`config.mk`:
```
export PLATFORM = sky130hd
export DESIGN_NAME = calc_seq
export DESIGN_NICKNAME = d
export VERILOG_FILES = /design/src/rtl/calc_seq.sv
export SDC_FILE = /design/constraint.sdc
export NUM_CORES = 1
export LEC_CHECK = 0
export BUFFER_PORTS_ARGS = -buffer_cell sky130_fd_sc_hd__buf_2
export CELL_PAD_IN_SITES_DETAIL_PLACEMENT = 0
export CELL_PAD_IN_SITES_GLOBAL_PLACEMENT = 2
export CORE_ASPECT_RATIO = 2
export CORE_MARGIN = 2
export CORE_UTILIZATION = 30
export DETAILED_ROUTE_END_ITERATION = 8
export PLACE_DENSITY = 0.79
export SYNTH_ARGS = -nofsm -noshare
export SYNTH_HDL_FRONTEND = slang
export SYNTH_SLANG_ARGS = --single-unit
```
`constraint.sdc`:
```
create_clock -name clk -period 1.76 [get_ports clk]
set_input_delay 0.264 -clock clk [delete_from_list [all_inputs] [get_ports clk]]
set_output_delay 0.264 -clock clk [all_outputs]
set_load 0.05 [all_outputs]
```
`src/rtl/calc_seq.sv`:
```
// rtl/calc_seq.sv - bit-serial byte sequencer driving a shared 1-bit gate unit
module calc_seq (
   input  logic       clk,
   input  logic       rst,
   input  logic       start,
   input  logic [2:0] op,
   input  logic [7:0] a,
   input  logic [7:0] b,
   output logic       gate_a,
   output logic       gate_b,
   input  logic [7:0] gate_out,
   output logic       busy,
   output logic       done,
   output logic       err,
   output logic [7:0] result
);

   typedef enum logic [1:0] {
      IDLE = 2'd0,
      RUN  = 2'd1,
      DONE = 2'd2
   } state_t;

   localparam logic [2:0] OP_RESERVED = 3'd7;
   localparam logic [2:0] CNT_LAST    = 3'd7;

   state_t     state;
   state_t     state_nxt;
   logic [7:0] a_r;
   logic [7:0] b_r;
   logic [2:0] op_r;
   logic [2:0] cnt;
   logic       accept;
   logic       reserved;

   // start only counts in IDLE; op 7 short-circuits straight to DONE with err
   assign accept   = (state == IDLE) && start;
   assign reserved = (op == OP_RESERVED);

   // state register
   always_ff @(posedge clk) begin
      if (rst) begin
         state <= IDLE;
      end else begin
         state <= state_nxt;
      end
   end

   // next-state decode and state-derived outputs; gate pins are low outside RUN
   always_comb begin
      state_nxt = state;
      busy      = 1'b0;
      done      = 1'b0;
      gate_a    = 1'b0;
      gate_b    = 1'b0;
      case (state)
         IDLE: begin
            if (start) begin
               state_nxt = reserved ? DONE : RUN;
            end
         end
         RUN: begin
            busy   = 1'b1;
            gate_a = a_r[cnt];
            gate_b = b_r[cnt];
            if (cnt == CNT_LAST) begin
               state_nxt = DONE;
            end
         end
         DONE: begin
            done      = 1'b1;
            state_nxt = IDLE;
         end
         default: begin
            state_nxt = IDLE;
         end
      endcase
   end

   // operand latch, bit counter and progressive result capture (LSB first)
   always_ff @(posedge clk) begin
      if (rst) begin
         a_r    <= 8'h00;
         b_r    <= 8'h00;
         op_r   <= 3'd0;
         cnt    <= 3'd0;
         result <= 8'h00;
         err    <= 1'b0;
      end else begin
         if (accept) begin
            result <= 8'h00;
            if (reserved) begin
               err <= 1'b1;
            end else begin
               a_r  <= a;
               b_r  <= b;
               op_r <= op;
               cnt  <= 3'd0;
               err  <= 1'b0;
            end
         end else if (state == RUN) begin
            // gate unit is combinational, so its output for bit cnt is ready this cycle
            result[cnt] <= gate_out[op_r];
            cnt         <= cnt + 3'd1;
         end
      end
   end

endmodule
```
==> summary.md, run 1 <==
| Metric | Value |
|---|---|
| Crit path kind | `flop to primary output` |
| Final Max Slew Viols | `0` |
| FILL cells | `524` |
| Worst slack, placed | `around 0.16 ns` |
| Total power | `approximately 1600 uW` |
| Post-synthesis sequential area ratio | `0.434` |
| Pwr dens | `roughly 860 nW/um^2` |
| Slew HR | `0.661` |
| Pre-antenna DRT Iters | `4` |
| RSZ-0062 raised after global routing | `true` |
| Setup violators final | `2` |
| Critical Path Start | `cnt[1]$_SDFFE_PP0P_` |
| Setup crit end kind | `primary output` |
| DRC viols | `0` |
| Peak VDD IR | `~540 uV` |
| Final min period | `~1.8 ns` |
| Core area | `slightly below 5000 um^2` |
| WP buf/inv | `1` |
| Per-cell routed wire length | `around 14 um` |
| Flops & latches, synth | `33` |
| Primary FF master, synth | `dfxtp_1` |
| Unique cell type count in the Yosys netlist | `27` |
| Critical path's slowest cell | `mux4_2` |
| Pin count of the biggest net entering global routing | `26` |
| Syn_nets | `~200` |
| Die height | `105 um` |
| Critical path's top delay family | `multiplexers` |
| Failing checks | `setup timing` |
| Antenna viol nets, final | `0` |
| Worst path cell trace | `mux4_2 > mux2i_1 > nor2_2 > buf_6` |
| Top cells by area, synth | `dfxtp_1, a21oi_1, mux4_2, nand3_1, o21ai_0` |
| Synthesized cell area | `~1500 um^2` |
| Area occupied by multi-input gates | `795 um^2` |
| Most common cell after layout, fill and taps aside | `buf_2` |
| Hold crit path type | `input port to flop` |
| Die width | `between 50 and 60 um` |
| Maximum net fanout on the critical path | `3` |
| Post-route setup slack | `-0.0236 ns` |
| Synth warnings | `0` |
| Number of max-cap violations | `0` |
| Initial antenna violation count | `0` |
| Outcome | `finished with violations` |
| N_diodes | `0` |
| Fin. Hold Viols | `0` |
| Gr usage total | `0.150` |
| Clk Latency, worst-skew pair | `between 0.2 and 0.3 ns` |
| Post-Route WL | `slightly below 4 mm` |
| Syn_area_per_cell | `roughly 9 um^2` |
| Io pins | `43` |
| Critical Path Max Stage Delay | `roughly 0.5 ns` |
| Critical Path RT | `approximately 1.5 ns` |
| CTS root buffer | `clkbuf_8` |
| Synth Instances | `between 150 and 200` |
| Synth area leader | `dfxtp_1` |
| Hpwl dp | `between 2 and 3 mm` |
| Buffers added on ports | `42` |
| Worst setup SP type | `flop` |
| DRT iter0 DRCs | `40` |
| Fin nets | `between 200 and 250` |
| Leak pwr | `roughly 0.00075 uW` |
| Area growth from synthesis to layout | `25.2%` |
| Commonest non-fill, non-tap cells in the layout | `buf_2, a21oi_1, dfxtp_1` |
| Critical path arrival | `between 1.5 and 2 ns` |
| Clk slew on worst S/H paths | `around 0.06 ns` |
| Crit Reg-Reg Startpoint | `op_r[0]$_SDFFE_PP0P_` |
| Crit share post-route | `1.01` |
| Synth top area share | `0.434` |
| Post-synth EDFFs | `0` |
| Starting density of the core | `0.313` |
| Clk sinks | `33` |
| H-tree Lvls | `2` |
| Fmax | `approximately 560 MHz` |
| FFs w/ async S/R, synth | `0` |
| Final setup skew | `0.00754 ns` |
| Total CTS buffers | `5` |
| Post-Layout Cell Count | `between 200 and 300` |
| Share of cells above drive strength 1 | `0.330` |
| Hold wc startpoint | `b[2]` |
| DR vias/cell | `~5.3` |
| Total grt overflow | `0` |
| First-pass GRT wire length | `around 6.4 mm` |
| Register area | `between 600 and 700 um^2` |
| R2R setup slack | `approximately 0.23 ns` |
| Cells after DPL | `between 200 and 300` |
| Number of global-route vias before repair | `about 1400` |
| Worst Tran Pin Value | `0.506 ns` |
| Cts hold-fix bufs | `0` |
| Placement row count | `36` |
| RePlAce Congestion | `0.751` |
| DIE AREA | `5700 um^2` |
| Via count | `1408` |
| TritonCTS clock tree | `yes` |
| CTS Buffer Depth | `2` |
worst min-delay path: cells and delay by family:
family / cells / cell delay (ns)
AOI/OAI and AO/OA: 1 / 0.05
and+or+nand+nor: 1 / 0.05
buffers and inverters: 1 / 0.10
logic make-up (layout without fill, tap and decap cells):
logic type,after synthesis,after routing,synth area share
AND/OR/NAND/NOR,45,45,0.159
AO/OA/AOI/OAI,60,60,0.224
flip-flops,33,33,0.434
multiplexers,11,11,0.113
buffers and inverters,18,58,0.0526
adder cells (fa/ha/maj),2,2,0.0164
layer usage:
metal  global-route usage  wire length (um)  up-vias
li1                     -                 -      703
met5                    0                 0        -
met1                0.165              1520      659
met3               0.0343               151        9
met4               0.0714                96        0
met2                0.255              2080       37
per-stage QoR:
stage	hold WS, ns	cell area, um^2	util	setup TNS [ns]
final	0.229	1910	0.392	-0.0394
after global routing	0.222	1910	0.392	-0.172
after CTS	0.222	1900	0.391	-0.0815
after detailed placement	0.451	1800	0.370	0
after global placement	0.445	1800	0.370	0
after floorplan	0.412	1530	-	0
sequential cells by signal, indices dropped and copies added (netlist names):
name	flops
a_r	8
b_r	8
cnt	3
err	1
op_r	3
result	8
state	2
timing repair:
action | in CTS | in global routing
gates resized for setup | 7 | 2
pin swaps | 0 | 0
buffers inserted | 0 | 0
endpoints found under the setup margin | 3 | 2
where the power goes:
part	internal [uW]	switching, uW
clock network	310	261
logic	111	149
registers	784	28.5
total	1200	438
cell usage after synthesis (2+ instances only):
cell type / number
dfxtp_1: 33
a21oi_1: 31
nand3_1: 17
o21ai_0: 16
clkbuf_1: 10
a311oi_1: 8
mux2i_1: 6
nor2_1: 6
mux4_2: 5
nor2b_1: 5
buf_2: 4
nand2_1: 4
nor3_1: 4
nand2b_1: 3
o211ai_1: 3
buf_1: 2
ha_1: 2
area by class of cell:
type / instances / share of cell area
Clock buffer: 7 / 0.0453
Inverter: 1 / 0.00197
Multi-Input combinational cell: 118 / 0.417
Sequential cell: 33 / 0.350
Tap cell: 57 / 0.0374
Timing Repair Buffer: 50 / 0.148
path summary, 6_finish.rpt:
path | to | cells past startpoint
max | gate_b | 4
min | b_r[2]$_SDFFE_PP0P_ | 3
max reg2reg | result[5]$_SDFFE_PP0P_ | 3
min reg2reg | err$_SDFFE_PP0P_ | 2
Note: power is estimated with default switching activity, not from simulation.
==> run 2, diff against run 1 <==
- BUFFER_PORTS_ARGS: -buffer_cell sky130_fd_sc_hd__buf_2 -> -buffer_cell sky130_fd_sc_hd__buf_4
- CORE_UTILIZATION: 30 -> 31
- CTS_BUF_LIST: default -> sky130_fd_sc_hd__clkbuf_4 sky130_fd_sc_hd__clkbuf_8
- PLACE_DENSITY: 0.79 -> 0.81
- RECOVER_POWER: default -> 25
==> run 2 against run 1 <==
  * The run still ends with setup timing left
  * Critical path depth did not move
  * Sequential power fell by 0.5%
  * Die area fell by 3.1%
  * Setup slack got worse by 0.015 ns
  * Worst hold slack improved by 0.0095 ns
  * Non-clock buffer count fell by 1
  * Clock power barely moved
==> summary.md, run 2 (synthesis gave the netlist of run 1 again) <==
| Metric | Value |
|---|---|
| Slew HR | `0.602` |
| Placement row count | `36` |
| Via count | `between 1000 and 1500` |
| Total CTS buffers | `5` |
| Die width | `between 50 and 60 um` |
| Pwr dens | `between 800 and 900 nW/um^2` |
| Crit share post-route | `1.02` |
| Critical Path Max Stage Delay | `~0.49 ns` |
| Gr usage total | `0.162` |
| Per-cell routed wire length | `around 15 um` |
| Hold crit path type | `input port to flop` |
| Cells after DPL | `258` |
| Maximum net fanout on the critical path | `3` |
| DIE AREA | `around 5500 um^2` |
| FILL cells | `approximately 500` |
| Total power | `around 1700 uW` |
| Commonest non-fill, non-tap cells in the layout | `buf_4, a21oi_1, dfxtp_1` |
| Worst path cell trace | `mux4_2 > mux2i_1 > nor2_2 > buf_6` |
| Worst setup SP type | `flop` |
| First-pass GRT wire length | `around 6.7 mm` |
| Final setup skew | `about 0.0023 ns` |
| Critical path's top delay family | `multiplexers` |
| Share of cells above drive strength 1 | `0.292` |
| Critical Path RT | `around 1.5 ns` |
| Buffers added on ports | `42` |
| Pre-antenna DRT Iters | `4` |
| Clk sinks | `33` |
| Number of global-route vias before repair | `approximately 1500` |
| RSZ-0062 raised after global routing | `true` |
| Final min period | `approximately 1.8 ns` |
| Clk Latency, worst-skew pair | `about 0.28 ns` |
| Post-route setup slack | `-0.0384 ns` |
| Post-Route WL | `slightly below 4 mm` |
| Leak pwr | `between 0.0007 and 0.0008 uW` |
| Worst Tran Pin Value | `about 0.60 ns` |
| Initial antenna violation count | `0` |
| Hpwl dp | `~2.9 mm` |
| Area growth from synthesis to layout | `28.9%` |
| Total grt overflow | `0` |
| H-tree Lvls | `2` |
| N_diodes | `0` |
| Peak VDD IR | `~530 uV` |
| Failing checks | `setup timing` |
| Pin count of the biggest net entering global routing | `27` |
| DR vias/cell | `around 5.5` |
| Clk slew on worst S/H paths | `~0.070 ns` |
| Io pins | `43` |
| Fin util | `0.407` |
| Die height | `~100 um` |
| Setup TNS | `-0.0767 ns` |
| Antenna viol nets, final | `0` |
| CTS Buffer Depth | `2` |
| CTS root buffer | `clkbuf_8` |
| Outcome | `finished with violations` |
| Fmax | `556 MHz` |
| RePlAce Congestion | `0.674` |
| Worst slack, placed | `roughly 0.15 ns` |
| Most common cell after layout, fill and taps aside | `buf_4` |
| Setup violators final | `2` |
| Crit path kind | `flop to primary output` |
| Setup crit end kind | `primary output` |
| Fin. Hold Viols | `0` |
| Critical path's slowest cell | `mux4_2` |
| Critical path arrival | `about 1.5 ns` |
| DRC viols | `0` |
| Fin nets | `between 200 and 250` |
| Leading registers by flop count | `a_r (8), b_r (8), result (8)` |
| DRT iter0 DRCs | `30` |
| Post-Layout Cell Count | `around 270` |
| Core area | `approximately 4800 um^2` |
| Final Max Slew Viols | `0` |
| Starting density of the core | `0.316` |
| TritonCTS clock tree | `yes` |
| WP buf/inv | `1` |
| Number of max-cap violations | `0` |
run 2: changes by cell type in the layout (fill, tap and decap cells not counted), sizes merged:
| cell | previous run | this run |
|---|---|---|
| buf | 50 | 40 |
| clkinv | 0 | 2 |
| clkbuf | 7 | 15 |
run 2: path summary, 6_finish.rpt:
path                         start                     end  slack (ns)  depth (start not counted)
max            cnt[1]$_SDFFE_PP0P_                  gate_b       -0.04                          4
max reg2reg  state[1]$_SDFFE_PP0P_  result[5]$_SDFFE_PP0P_        0.13                          3
min                           b[7]     b_r[7]$_SDFFE_PP0P_        0.24                          3
min reg2reg       err$_SDFFE_PP0P_        err$_SDFFE_PP0P_        0.47                          2
run 2: what timing repair did:
item | 4_1_cts | 5_1_grt
pin swaps | 1 | 0
setup endpoints to repair | 2 | 3
resized for setup | 4 | 2
hold buffers | 0 | 0
buffers inserted | 0 | 0
run 2: where the power goes:
part	leakage, uW	internal [uW]	switching, uW
logic	0.000421	128	154
registers	0.000271	785	24.1
clock network	0.0000484	289	279
total	0.000740	1200	457
run 2: through the flow:
step | area (um^2) | hold WS, ns
global placement | 1900 | 0.452
floorplan | 1530 | 0.412
detailed placement | 1900 | 0.453
CTS | 1990 | 0.230
finish | 1960 | 0.238
global route | 1960 | 0.241
run 2: layout make-up:
type,count,area [um^2],area share
multi-input combinational,118,795,0.405
sequential,33,666,0.339
timing repair buffer,49,342,0.174
clock buffer,6,76.3,0.0389
tap,57,71.3,0.0363
clock inverter,2,10.0,0.00510
inverter,1,3.75,0.00191
run 2: layer usage:
layer	routed length (um)	global-route usage	part of all wire
met1	1510	0.182	0.39
met3	188	0.0319	0.048
met4	98	0.0730	0.025
met5	0	0	0
met2	2100	0.285	0.54
run 2: worst reg2reg max path: cells and delay by family, from the launching register on:
family             cells  cell delay, ns
and+or+nand+nor        2            1.03
DFF                    1            0.37
AOI/OAI and AO/OA      1            0.09
==> run 3, diff against run 2 <==
- CORE_MARGIN: 2 -> 5
- clock period: 1.76 -> 1.68 ns (I/O delays scaled with it)
==> run 3 against run 2 <==
  * The run still ends with setup timing left
  * Register-to-register slack about the same
  * Sequential power up 4.7%
  * Worst hold slack got worse by 0.020 ns
  * Largest cell class unchanged
  * Largest power group unchanged
==> summary.md, run 3 (synthesis gave the netlist of run 1 again) <==
| Metric | Value |
|---|---|
| Outcome | `finished with violations` |
| Failing checks | `setup timing` |
| Critical path arrival | `about 1.5 ns` |
| Io pins | `between 40 and 50` |
| CTS root buffer | `clkbuf_8` |
| N_diodes | `0` |
| Die height | `between 100 and 150 um` |
| Final Max Slew Viols | `0` |
| FILL cells | `471` |
| Postcts setup bufs | `0` |
| Fin util | `0.418` |
| Starting density of the core | `0.316` |
| Setup TNS | `-0.207 ns` |
| Placed inst area | `around 1900 um^2` |
| Die width | `just under 60 um` |
| Internal Power | `1440 uW` |
| Pre-antenna DRT Iters | `4` |
| Share of total power in the clock network | `0.410` |
| Buffers added on ports | `42` |
| Per-cell routed wire length | `about 16 um` |
| Post-route setup slack | `-0.109 ns` |
| Hold crit path type | `input port to flop` |
| Post-Route WL | `~4.2 mm` |
| Clk sinks | `33` |
| Gr usage total | `0.141` |
| Maximum net fanout on the critical path | `3` |
| Number of max-cap violations | `0` |
| First-pass GRT wire length | `approximately 7.0 mm` |
| Placement row count | `36` |
| Fmax | `559 MHz` |
| Initial antenna violation count | `0` |
| Area growth from synthesis to layout | `32.4%` |
| Leading registers by flop count | `a_r (8), b_r (8), result (8)` |
| Crit share post-route | `1.06` |
| Number of global-route vias before repair | `about 1500` |
| Clk slew on worst S/H paths | `roughly 0.080 ns` |
| Sequential cell fraction of total power | `0.436` |
| Core area | `between 4000 and 5000 um^2` |
| Most common cell after layout, fill and taps aside | `buf_4` |
| DRC viols | `0` |
| RePlAce Congestion | `about 0.8` |
| DR vias/cell | `5.38` |
| Setup crit end kind | `primary output` |
| DIE AREA | `roughly 6500 um^2` |
| Peak VDD IR | `approximately 580 uV` |
| Worst setup SP type | `flop` |
| Fin. Hold Viols | `0` |
| Design area | `between 2000 and 2500 um^2` |
| Critical Path RT | `between 1 and 1.5 ns` |
| Setup violators final | `2` |
| DRT iter0 DRCs | `59` |
| Antenna viol nets, final | `0` |
| Hpwl dp | `around 3.1 mm` |
| CTS Buffer Depth | `2` |
| NetSw | `504 uW` |
| Cells after DPL | `260` |
| Area occupied by multi-input gates | `between 700 and 800 um^2` |
| Via count | `roughly 1400` |
| Leak pwr | `between 0.0007 and 0.0008 uW` |
| Register area | `between 600 and 700 um^2` |
| Final min period | `about 1.8 ns` |
| Commonest non-fill, non-tap cells in the layout | `buf_4, a21oi_1, dfxtp_1` |
| Pin count of the biggest net entering global routing | `27` |
| Combinational share of power | `0.154` |
| Total CTS buffers | `5` |
| Final setup skew | `0.00970 ns` |
| Post-Layout Cell Count | `approximately 270` |
| Hold WS | `about 0.22 ns` |
| RSZ-0062 raised after global routing | `true` |
| Pwr dens | `just under 1000 nW/um^2` |
| Share of cells above drive strength 1 | `0.299` |
| Worst Tran Pin Value | `0.751 ns` |
| TritonCTS clock tree | `yes` |
| Total grt overflow | `0` |
| Clk Latency, worst-skew pair | `0.29 ns` |
| Fin nets | `approximately 240` |
| H-tree Lvls | `2` |
| Crit path kind | `flop to primary output` |
| Switching share of power | `0.259` |
| Slew HR | `0.499` |
-- run 3: power by group through the flow --
stage | Sequential (uW) | Combinational, uW | Clock, uW
6_report | 847 | 300 | 797
5_1_grt | 852 | 333 | 845
4_1_cts | 848 | 306 | 813
3_5_place_dp | 867 | 303 | 0
3_3_place_gp | 864 | 296 | 0
2_1_floorplan | 865 | 188 | 0
-- run 3: worst max-delay path, cell delays in order (launching register included) --
cell and delay [ns]:
dfxtp_4 0.37, mux4_2 0.49, mux2i_1 0.18, nor2_2 0.05
buf_6 0.15
-- run 3: layer usage --
| layer | global-route usage | part of all wire |
|---|---|---|
| met1 | 0.139 | 0.36 |
| met2 | 0.263 | 0.56 |
| met3 | 0.0415 | 0.065 |
| met5 | 0 | 0 |
| met4 | 0.0571 | 0.012 |
-- run 3: layout make-up --
cell class / instances / area share
multi-input combinational: 118 / 0.394
sequential: 33 / 0.332
timing repair buffer: 51 / 0.177
clock buffer: 6 / 0.0410
tap: 57 / 0.0354
clock inverter: 2 / 0.0186
inverter: 1 / 0.00186
-- run 3: metrics by stage --
stage,setup slack [ns],power (uW)
final,-0.109,1940
after global routing,-0.173,2030
after CTS,-0.131,1970
after detailed placement,0.0942,1170
after global placement,0.125,1160
after floorplan,-0.0102,1050
-- run 3: worst paths after layout --
path | slack (ns) | start | endpoint | cells after the start
setup / recovery | -0.11 | cnt[0]$_SDFFE_PP0P_ | gate_a | 4
hold / removal | 0.22 | b[1] | b_r[1]$_SDFFE_PP0P_ | 3
setup reg to reg | 0.13 | state[1]$_SDFFE_PP0P_ | result[0]$_SDFFE_PP0P_ | 3
hold reg to reg | 0.47 | err$_SDFFE_PP0P_ | err$_SDFFE_PP0P_ | 2
-- run 3: what timing repair did --
action / 4_1_cts / 5_1_grt
hold buffers: 0 / 0
gates resized for setup: 5 / 3
endpoints found under the setup margin: 2 / 3
